==> config.mk <==
export PLATFORM = sky130hd
export DESIGN_NAME = id_ex_stage
export DESIGN_NICKNAME = d
export VERILOG_FILES = /design/src/rtl/id_ex_stage_pkg.sv /design/src/rtl/id_ex_stage_fwd_mux.sv /design/src/rtl/id_ex_stage.sv
export SDC_FILE = /design/constraint.sdc
export NUM_CORES = 1
export LEC_CHECK = 0
export CAP_MARGIN = 20
export CORE_MARGIN = 1
export CORE_UTILIZATION = 36
export CTS_CLUSTER_SIZE = 16
export DETAILED_ROUTE_END_ITERATION = 16
export PLACE_DENSITY = 0.8
export SLEW_MARGIN = 20
export SYNTH_ARGS = -nofsm -noshare
export SYNTH_HDL_FRONTEND = slang
export SYNTH_SLANG_ARGS = --single-unit
export TNS_END_PERCENT = 10
==> constraint.sdc <==
create_clock -name clk -period 1.8 [get_ports clk]
set_input_delay 0.18 -clock clk [delete_from_list [all_inputs] [get_ports clk]]
set_output_delay 0.18 -clock clk [all_outputs]
set_load 0.005 [all_outputs]
==> src/rtl/id_ex_stage_pkg.sv <==
// Shared constants for the ID/EX stage: widths, opcodes, zero register, forward selects.
package id_ex_stage_pkg;

    localparam int DSIZE    = 16;
    localparam int RSIZE    = 4;
    localparam int OPW      = 4;
    localparam int REG_ZERO = 0;

    typedef enum logic [3:0] {
        OP_ADD  = 4'd0,
        OP_SUB  = 4'd1,
        OP_AND  = 4'd2,
        OP_XOR  = 4'd3,
        OP_COM  = 4'd4,
        OP_MUL  = 4'd5,
        OP_ADDI = 4'd6,
        OP_LW   = 4'd7,
        OP_SW   = 4'd8
    } op_e;

    typedef enum logic [1:0] {
        SEL_REG = 2'd0,
        SEL_EXM = 2'd1,
        SEL_WB  = 2'd2
    } fwd_sel_e;

endpackage

==> src/rtl/id_ex_stage_fwd_mux.sv <==
// Operand forwarding mux for one source register: EX/MEM beats MEM/WB beats the register file.
module id_ex_stage_fwd_mux
    import id_ex_stage_pkg::*;
#(
    parameter int DW = DSIZE,
    parameter int RW = RSIZE
) (
    input  logic          fwd_en,
    input  logic [RW-1:0] src,
    input  logic [DW-1:0] reg_data,
    input  logic          exm_wen,
    input  logic          exm_is_load,
    input  logic [RW-1:0] exm_rd,
    input  logic [DW-1:0] exm_result,
    input  logic          wb_wen,
    input  logic [RW-1:0] wb_rd,
    input  logic [DW-1:0] wb_data,
    output logic [DW-1:0] value,
    output fwd_sel_e      sel
);

    logic src_live;

    always_comb begin
        src_live = (src != RW'(REG_ZERO));
        sel      = SEL_REG;
        value    = reg_data;
        // A load in EX/MEM has no data yet; its value only becomes visible from MEM/WB.
        if (fwd_en && src_live && exm_wen && !exm_is_load && (exm_rd == src)) begin
            sel   = SEL_EXM;
            value = exm_result;
        end else if (fwd_en && src_live && wb_wen && (wb_rd == src)) begin
            sel   = SEL_WB;
            value = wb_data;
        end
    end

endmodule

==> src/rtl/id_ex_stage.sv <==
// ID/EX pipeline register with operand forwarding and hazard stall.
// Define ID_EX_FORWARD_EN for forwarding + load-use stall; otherwise every RAW hazard stalls.
module id_ex_stage #(
    parameter int DSIZE = id_ex_stage_pkg::DSIZE,
    parameter int RSIZE = id_ex_stage_pkg::RSIZE,
    parameter int OPW   = id_ex_stage_pkg::OPW
) (
    input  logic             clk,
    input  logic             rst,
    input  logic             id_valid,
    input  logic [OPW-1:0]   id_op,
    input  logic [RSIZE-1:0] id_rs1,
    input  logic [RSIZE-1:0] id_rs2,
    input  logic [RSIZE-1:0] id_rd,
    input  logic             id_rs1_used,
    input  logic             id_rs2_used,
    input  logic [DSIZE-1:0] id_rd1,
    input  logic [DSIZE-1:0] id_rd2,
    input  logic [DSIZE-1:0] id_imm,
    input  logic             id_use_imm,
    input  logic             id_wen,
    input  logic             id_is_load,
    input  logic             id_is_store,
    input  logic             exm_wen,
    input  logic             exm_is_load,
    input  logic [RSIZE-1:0] exm_rd,
    input  logic [DSIZE-1:0] exm_result,
    input  logic             wb_wen,
    input  logic [RSIZE-1:0] wb_rd,
    input  logic [DSIZE-1:0] wb_data,
    input  logic             flush,
    output logic             stall,
    output logic             ex_valid,
    output logic             ex_wen,
    output logic             ex_is_load,
    output logic             ex_is_store,
    output logic [OPW-1:0]   ex_op,
    output logic [RSIZE-1:0] ex_rd,
    output logic [DSIZE-1:0] ex_a,
    output logic [DSIZE-1:0] ex_b,
    output logic [DSIZE-1:0] ex_store_data,
    output logic [3:0]       fwd_sel
);
    import id_ex_stage_pkg::*;

    logic [DSIZE-1:0] rd1_q, rd2_q, imm_q;
    logic [RSIZE-1:0] rs1_q, rs2_q;
    logic             use_imm_q;
    logic             hazard;
    logic             bubble;
    logic [DSIZE-1:0] a_fwd, b_fwd;
    fwd_sel_e         a_sel, b_sel;

`ifdef ID_EX_FORWARD_EN
    localparam logic FWD_ON = 1'b1;

    // Only a load in EX cannot be forwarded in time; one bubble lets it reach MEM/WB.
    always_comb begin
        hazard = ex_valid && ex_is_load && (ex_rd != RSIZE'(REG_ZERO)) &&
                 ((id_rs1_used && (id_rs1 == ex_rd)) || (id_rs2_used && (id_rs2 == ex_rd)));
    end
`else
    localparam logic FWD_ON = 1'b0;

    logic hit1, hit2;

    // Without forwarding, any in-flight writer of a used source holds decode.
    always_comb begin
        hit1 = (id_rs1 != RSIZE'(REG_ZERO)) &&
               ((ex_valid && ex_wen && (ex_rd == id_rs1)) ||
                (exm_wen && (exm_rd == id_rs1)) ||
                (wb_wen && (wb_rd == id_rs1)));
        hit2 = (id_rs2 != RSIZE'(REG_ZERO)) &&
               ((ex_valid && ex_wen && (ex_rd == id_rs2)) ||
                (exm_wen && (exm_rd == id_rs2)) ||
                (wb_wen && (wb_rd == id_rs2)));
        hazard = (id_rs1_used && hit1) || (id_rs2_used && hit2);
    end
`endif

    assign stall  = !rst && hazard;
    assign bubble = rst || flush || stall || !id_valid;

    always_ff @(posedge clk) begin
        if (bubble) begin
            ex_valid    <= 1'b0;
            ex_wen      <= 1'b0;
            ex_is_load  <= 1'b0;
            ex_is_store <= 1'b0;
            ex_op       <= '0;
            ex_rd       <= '0;
            rs1_q       <= '0;
            rs2_q       <= '0;
            rd1_q       <= '0;
            rd2_q       <= '0;
            imm_q       <= '0;
            use_imm_q   <= 1'b0;
        end else begin
            ex_valid    <= 1'b1;
            ex_wen      <= id_wen;
            ex_is_load  <= id_is_load;
            ex_is_store <= id_is_store;
            ex_op       <= id_op;
            ex_rd       <= id_rd;
            rs1_q       <= id_rs1;
            rs2_q       <= id_rs2;
            rd1_q       <= id_rd1;
            rd2_q       <= id_rd2;
            imm_q       <= id_imm;
            use_imm_q   <= id_use_imm;
        end
    end

    id_ex_stage_fwd_mux #(.DW(DSIZE), .RW(RSIZE)) u_fwd_a (
        .fwd_en      (FWD_ON),
        .src         (rs1_q),
        .reg_data    (rd1_q),
        .exm_wen     (exm_wen),
        .exm_is_load (exm_is_load),
        .exm_rd      (exm_rd),
        .exm_result  (exm_result),
        .wb_wen      (wb_wen),
        .wb_rd       (wb_rd),
        .wb_data     (wb_data),
        .value       (a_fwd),
        .sel         (a_sel)
    );

    id_ex_stage_fwd_mux #(.DW(DSIZE), .RW(RSIZE)) u_fwd_b (
        .fwd_en      (FWD_ON),
        .src         (rs2_q),
        .reg_data    (rd2_q),
        .exm_wen     (exm_wen),
        .exm_is_load (exm_is_load),
        .exm_rd      (exm_rd),
        .exm_result  (exm_result),
        .wb_wen      (wb_wen),
        .wb_rd       (wb_rd),
        .wb_data     (wb_data),
        .value       (b_fwd),
        .sel         (b_sel)
    );

    assign ex_a          = a_fwd;
    assign ex_b          = use_imm_q ? imm_q : b_fwd;
    assign ex_store_data = b_fwd;
    assign fwd_sel       = {b_sel, a_sel};

endmodule

==> impl_metrics.yaml, run 1 <==
place:
  gp_congestion: 0.932
  portBuffers: 144
  placed_cell_area_mm2: 0.00441
  dp_cells: 513
  hpwlAfterDp_um: 5430
global_routing:
  grt_pass1_vias: 2532
  grt_start_max_net_pins: 58
  grt_pass1_wl_um: 12000
  antenna_found_initial: 0
  grt_usage: 0.185
  overflow: 0
job:
  cap_violations: 0
synth:
  ys_ff_latch: 61
  syn_inst: 270
  yosysUniqueCellTypes: 27
  synth_top_area_cell: "dfxtp_1"
  netlist_area_mm2: 0.00282
  syn_area_per_cell_um2: 10.4
  synth.area.mux_share: 0.0640
  ys_top_cells_by_area: "dfxtp_1 43%, nor3_2 21%, nand2_1 8.3%, mux2_2 6.4%, xnor2_1 5.6%"
  synthXorXnorAreaFrac: 0.0747
  yosysWarnings: 0
  synth_top_family_by_area: "simple AND/OR/NAND/NOR gates"
  yosys.area_share.adder: 0
  synth_compound_area_frac: 0.0151
  synth-simple-area-share: 0.332
  netlist.area_leader.share: 0.434
  synth-seq-area-share: 0.434
final_layout:
  nNetsFinal: 542
  finish.utilization: 0.623
  fill_cells: 632
  diodes: 0
  layout-drive-gt1-share: 0.302
  instances_no_fill: 529
  final_common_cell: "clkdlybuf4s50_1"
  layout_common_cells: "113 x clkdlybuf4s50_1, 61 x nand2_1, 60 x nor3_2"
  area_delta_synth_final_pct: 63.9
  stdcell_area_mm2: 0.00461
timing:
  period_share: 0.958
  finalClockSkew_ns: 0.00847
  fmax_ghz: 0.580
  tns_ns: 0
  hold_viol_final: 0
  min_period_ns: 1.72
  grt_setup_unrepaired: "no"
  slew_viol_final: 0
  setup-violations-final: 0
outcome:
  status: "completed"
critical_path:
  worst_r2r_endpoint: "ex_wen"
  r2r_cells: 7
  worstPathRequired_ns: 1.62
  cp-end-kind: "primary output"
  rrSetupSlack_ns: 0.24
  crit_type: "in2out"
  r2r_start: "ex_rd[3]"
  crit_path_start_kind: "primary input"
  critPathArrivalTime_ns: 1.54
  worstPathMaxFanout: 2
clock_network:
  cts.sinks: 61
  path_clk_slew_ns: 0.07
  clkLatencyLatePin_ns: 0.33
  root_buffer: "clkbuf_8"
  htree_num_levels: 3
  cts_setup_buffers: 0
  cts_buffer_depth: 2
  cts_tree: "done"
  cts_buffers: 9
route:
  wl_per_cell_um: 14.0
  drt_iter0_markers: 63
  drt-vias-per-instance: 4.58
  num_vias: 2425
  drc_errors: 0
  ant_nets: 0
  dr.pass1.iters: 5
  drt-total-wl_um: 7420
power:
  seq_power_share: 0.453
  combPwrFrac: 0.160
  switching_share: 0.246
  vdd.ir_drop.worst_mv: 0.341
  leakagePower_nw: 2.04
  p_clk_frac: 0.387
  p_int_w: 0.00234
  p_sw_w: 0.000765
  power-per-cell-area_mw_per_mm2: 673
  total_power_w: 0.00311
floorplanning:
  die-area_mm2: 0.00818
  fp.coreArea_mm2: 0.00741
  ios: 182
  die_w_um: 90.4
  die_y_um: 90.4
  rows: 31
  initial_utilization: 0.380
hold_path:
  hold_path.startpoint: "id_rd1[14]"
  hold_depth: 3
  hold_class: "in2reg"
  min_to: "rd1_q[14]"
## state kept, by name, summed over array words and instances, names as in the netlist
name and cells:
rd1_q 16, imm_q 16, ex_rd 4, ex_valid 1, rd2_q 16, ex_is_load 1
use_imm_q 1, ex_op 4, ex_is_store 1, ex_wen 1
## metrics by stage
| stage | worst slack (ns) | hold slack, ns |
|---|---|---|
| final | 0.0763 | 0.384 |
| after global routing | 0.00799 | 0.381 |
| after CTS | 0.0278 | 0.365 |
| after detailed placement | -0.503 | 0.729 |
| after global placement | -0.487 | 0.723 |
| after floorplan | 0.268 | 0.313 |
## power by group through the flow
stage	Clock (W)	Combinational [W]	Sequential, W
finish	0.00120	0.000497	0.00141
global route	0.00129	0.000536	0.00141
CTS	0.00124	0.000500	0.00141
detailed placement	0	0.000511	0.00144
global placement	0	0.000505	0.00144
floorplan	0	0.000190	0.00144
## critical path: stages
cell             delay (ns)
clkdlybuf4s50_1        0.51
xnor2_1                0.13
nand4_1                0.11
o22a_1                 0.23
and2_4                 0.16
a21oi_2                0.10
buf_2                  0.12
## metal layers
layer,vias up,routed length [um],global-route usage
li1,1205,-,-
met1,1117,3210,0.215
met2,96,3580,0.316
met3,7,530,0.0556
met4,0,95,0.0753
met5,-,0,0
## how the worst max path moves through the flow
stage / slack, ns / startpoint / to / cells past startpoint
finish: 0.08 / exm_rd[1] / stall / 7
global route: 0.008 / ex_rd[3] / stall / 6
CTS: 0.03 / id_rs2_used / stall / 7
detailed placement: -0.50 / id_rs2[0] / stall / 7
global placement: -0.49 / id_rs2[1] / stall / 7
floorplan: 0.27 / id_rs1[0] / rd1_q[3] / 6
## cell usage after synthesis (all sizes together)
master and instances:
a21oi 1, and3 1, nand2 62, xor2 6, conb 1, nand3 4, buf 18, clkbuf 7
mux2 16, or2 1, o22ai 1, nor3 62, nand4 4, and2 1, nor2 1, xnor2 18
o22a 1, o41a 2, nor3b 1, and4 1, dfxtp 61
## timing repair
action	in CTS	in global routing
gates resized for setup	37	8
endpoints found under the setup margin	77	1
hold buffers	0	0
pin swaps	8	5
## kinds of logic (layout without fill, tap and decap cells)
logic type | count (synthesis) | in the layout
AO/OA/AOI/OAI | 5 | 5
XOR/XNOR | 24 | 24
buffers and inverters | 25 | 182
flip-flops | 61 | 61
multiplexers | 16 | 16
other | 1 | 4
AND/OR/NAND/NOR | 138 | 138
## cell type report
class	count	area, um2	share of cell area
multi-input combinational	187	1430	0.309
clock buffer	9	124	0.0268
timing repair buffer	166	1640	0.355
clock inverter	7	75.1	0.0163
sequential	61	1230	0.266
tap	99	124	0.0268
No activity file was read; power rests on OpenSTA's default activity.
==> run 2, diff against run 1 <==
CORE_UTILIZATION = 40   (was 36)
DONT_BUFFER_PORTS = 1   (was unset)
PLACE_DENSITY = unset   (was 0.8)
==> run 2 against run 1 <==
Net effect: wire length down 10%; critical path depth fell by 2; non-clock buffer count shrank 98; first-iteration DRC count fell by 22%; largest power group is now clock; critical endpoint unchanged; final area fell by 19%; sequential power barely moved; clock power increased by 34%; worst hold slack lost 0.14 ns; maximum frequency up 1.2%.
==> impl_metrics.yaml, run 2 (synthesis gave the netlist of run 1 again) <==
outcome:
  status: "completed"
place:
  gp_congestion: 0.911
  portBuffers: 0
  preCtsSetupSlack_ns: 0.220
  hpwlAfterDp_um: 4070
clock_network:
  cts_buffer_depth: 2
  clkLatencyLatePin_ns: 0.33
  cts.sinks: 61
  cts_buffers: 9
  htree_num_levels: 3
  cts_tree: "done"
  path_clk_slew_ns: 0.07
  root_buffer: "clkbuf_8"
critical_path:
  crit_buf_inv: 0
  crit_path_max_incr_delay_ns: 0.35
  worstPathMaxFanout: 3
  crit_path_start_kind: "flip-flop"
  r2r_cells: 6
  crit_chain: "xnor2_1 > nand4_1 > o22a_1 > and2_4 > a21oi_2"
  rrSetupSlack_ns: 0.32
  r2r_start: "ex_rd[1]"
  slowest_stage: "dfxtp_2"
  worstPathRequired_ns: 1.62
  crit_type: "reg2out"
  cp-end-kind: "primary output"
  worst_r2r_endpoint: "rd1_q[14]"
  crit_family: "compound AO/OA/AOI/OAI gates"
  critPathArrivalTime_ns: 1.52
final_layout:
  final_common_cell: "nand2_1"
  layout-drive-gt1-share: 0.328
  area_delta_synth_final_pct: 33.4
  diodes: 0
  nNetsFinal: 444
  top_regs: "imm_q x16, rd1_q x16, rd2_q x16"
  layout_common_cells: "61 x nand2_1, 60 x dlygate4sd3_1, 59 x nor3_2"
route:
  ant_nets: 0
  num_vias: 2082
  wl_per_cell_um: 15.6
  drt-vias-per-instance: 4.86
  drt-total-wl_um: 6680
  drt_iter0_markers: 49
  dr.pass1.iters: 4
  drc_errors: 0
timing:
  hold_viol_final: 0
  setup-violations-final: 0
  period_share: 0.946
  slew_viol_final: 0
  grt_setup_unrepaired: "no"
  finalClockSkew_ns: 0.00725
  timing.final.ws_setup_ns: 0.0964
  fmax_ghz: 0.587
  min_period_ns: 1.70
  tns_ns: 0
global_routing:
  overflow: 0
  grt_pass1_wl_um: 10200
  grt_usage: 0.181
  grt_pass1_vias: 2135
  antenna_found_initial: 0
  grt_start_max_net_pins: 62
power:
  power-per-cell-area_mw_per_mm2: 890
  vdd.ir_drop.worst_mv: 0.440
  leakagePower_nw: 1.61
hold_path:
  hold_depth: 4
  min_to: "ex_rd[1]"
  hold_class: "in2reg"
  hold_path.startpoint: "rst"
floorplanning:
  fp.coreArea_mm2: 0.00679
  die-area_mm2: 0.00738
  ios: 182
  rows: 30
  initial_utilization: 0.414
  die_w_um: 85.9
  die_y_um: 85.9
job:
  cap_violations: 0
==> run 2: final cells by class <==
type | instances | area (um2)
well taps | 96 | 120
fillers | 575 | 3040
clock buffers | 10 | 128
repair buffers | 68 | 736
multi-input cells | 187 | 1410
flip-flops and latches | 61 | 1220
clock inverters | 6 | 134
==> run 2: per-layer routing <==
| layer | GRT usage | share of wire | vias up | routed length [um] |
|---|---|---|---|---|
| met1 | 0.222 | 0.43 | 966 | 2840 |
| met4 | 0.0970 | 0.018 | 0 | 123 |
| met2 | 0.286 | 0.49 | 97 | 3240 |
| met5 | 0 | 0 | - | 0 |
| li1 | - | - | 1007 | - |
| met3 | 0.0539 | 0.070 | 12 | 468 |
==> run 2: worst register-to-register path, cell delays in order, from the launching register on <==
cell and delay (ns):
dfxtp_2 0.35, xnor2_1 0.16, nand4_1 0.11, o22a_1 0.24, nand2_4 0.22, buf_12 0.22, nor3_2 0.07
==> run 2: how the worst max path moves through the flow <==
stage	from	to	cells past startpoint
floorplan	id_rs1[0]	rd1_q[3]	6
global placement	id_rs2[0]	rd1_q[5]	6
detailed placement	id_rs1[0]	rd2_q[14]	6
CTS	ex_rd[2]	stall	5
global route	ex_rd[1]	stall	5
finish	ex_rd[1]	stall	5
==> run 2: through the flow <==
stage / hold WS (ns) / cells / utilization / cell area, um2 / total power [W]
4_1_cts: 0.232 / 428 / 0.552 / 3750 / 0.00338
3_3_place_gp: 0.314 / 352 / 0.423 / 2880 / 0.00165
5_1_grt: 0.247 / 428 / 0.553 / 3750 / 0.00349
2_1_floorplan: 0.313 / 273 / - / 2830 / 0.00163
6_report: 0.242 / 428 / 0.553 / 3750 / 0.00334
3_5_place_dp: 0.316 / 352 / 0.423 / 2880 / 0.00166
==> run 2: power breakdown <==
part	switching [W]	internal [W]	leakage [nW]
combinational	0.000138	0.000183	0.977
sequential	0.0000242	0.00139	0.498
clock	0.000543	0.00106	0.131
total	0.000705	0.00264	1.61
==> run 2: timing repair <==
| action | in CTS | in global routing |
|---|---|---|
| endpoints found under the hold margin | 60 | 0 |
| gates resized for setup | 4 | 2 |
| setup buffers | 0 | 0 |
| pin swaps | 0 | 1 |
| hold buffers | 60 | 0 |
| cloned | 0 | 0 |
| endpoints found under the setup margin | 1 | 1 |
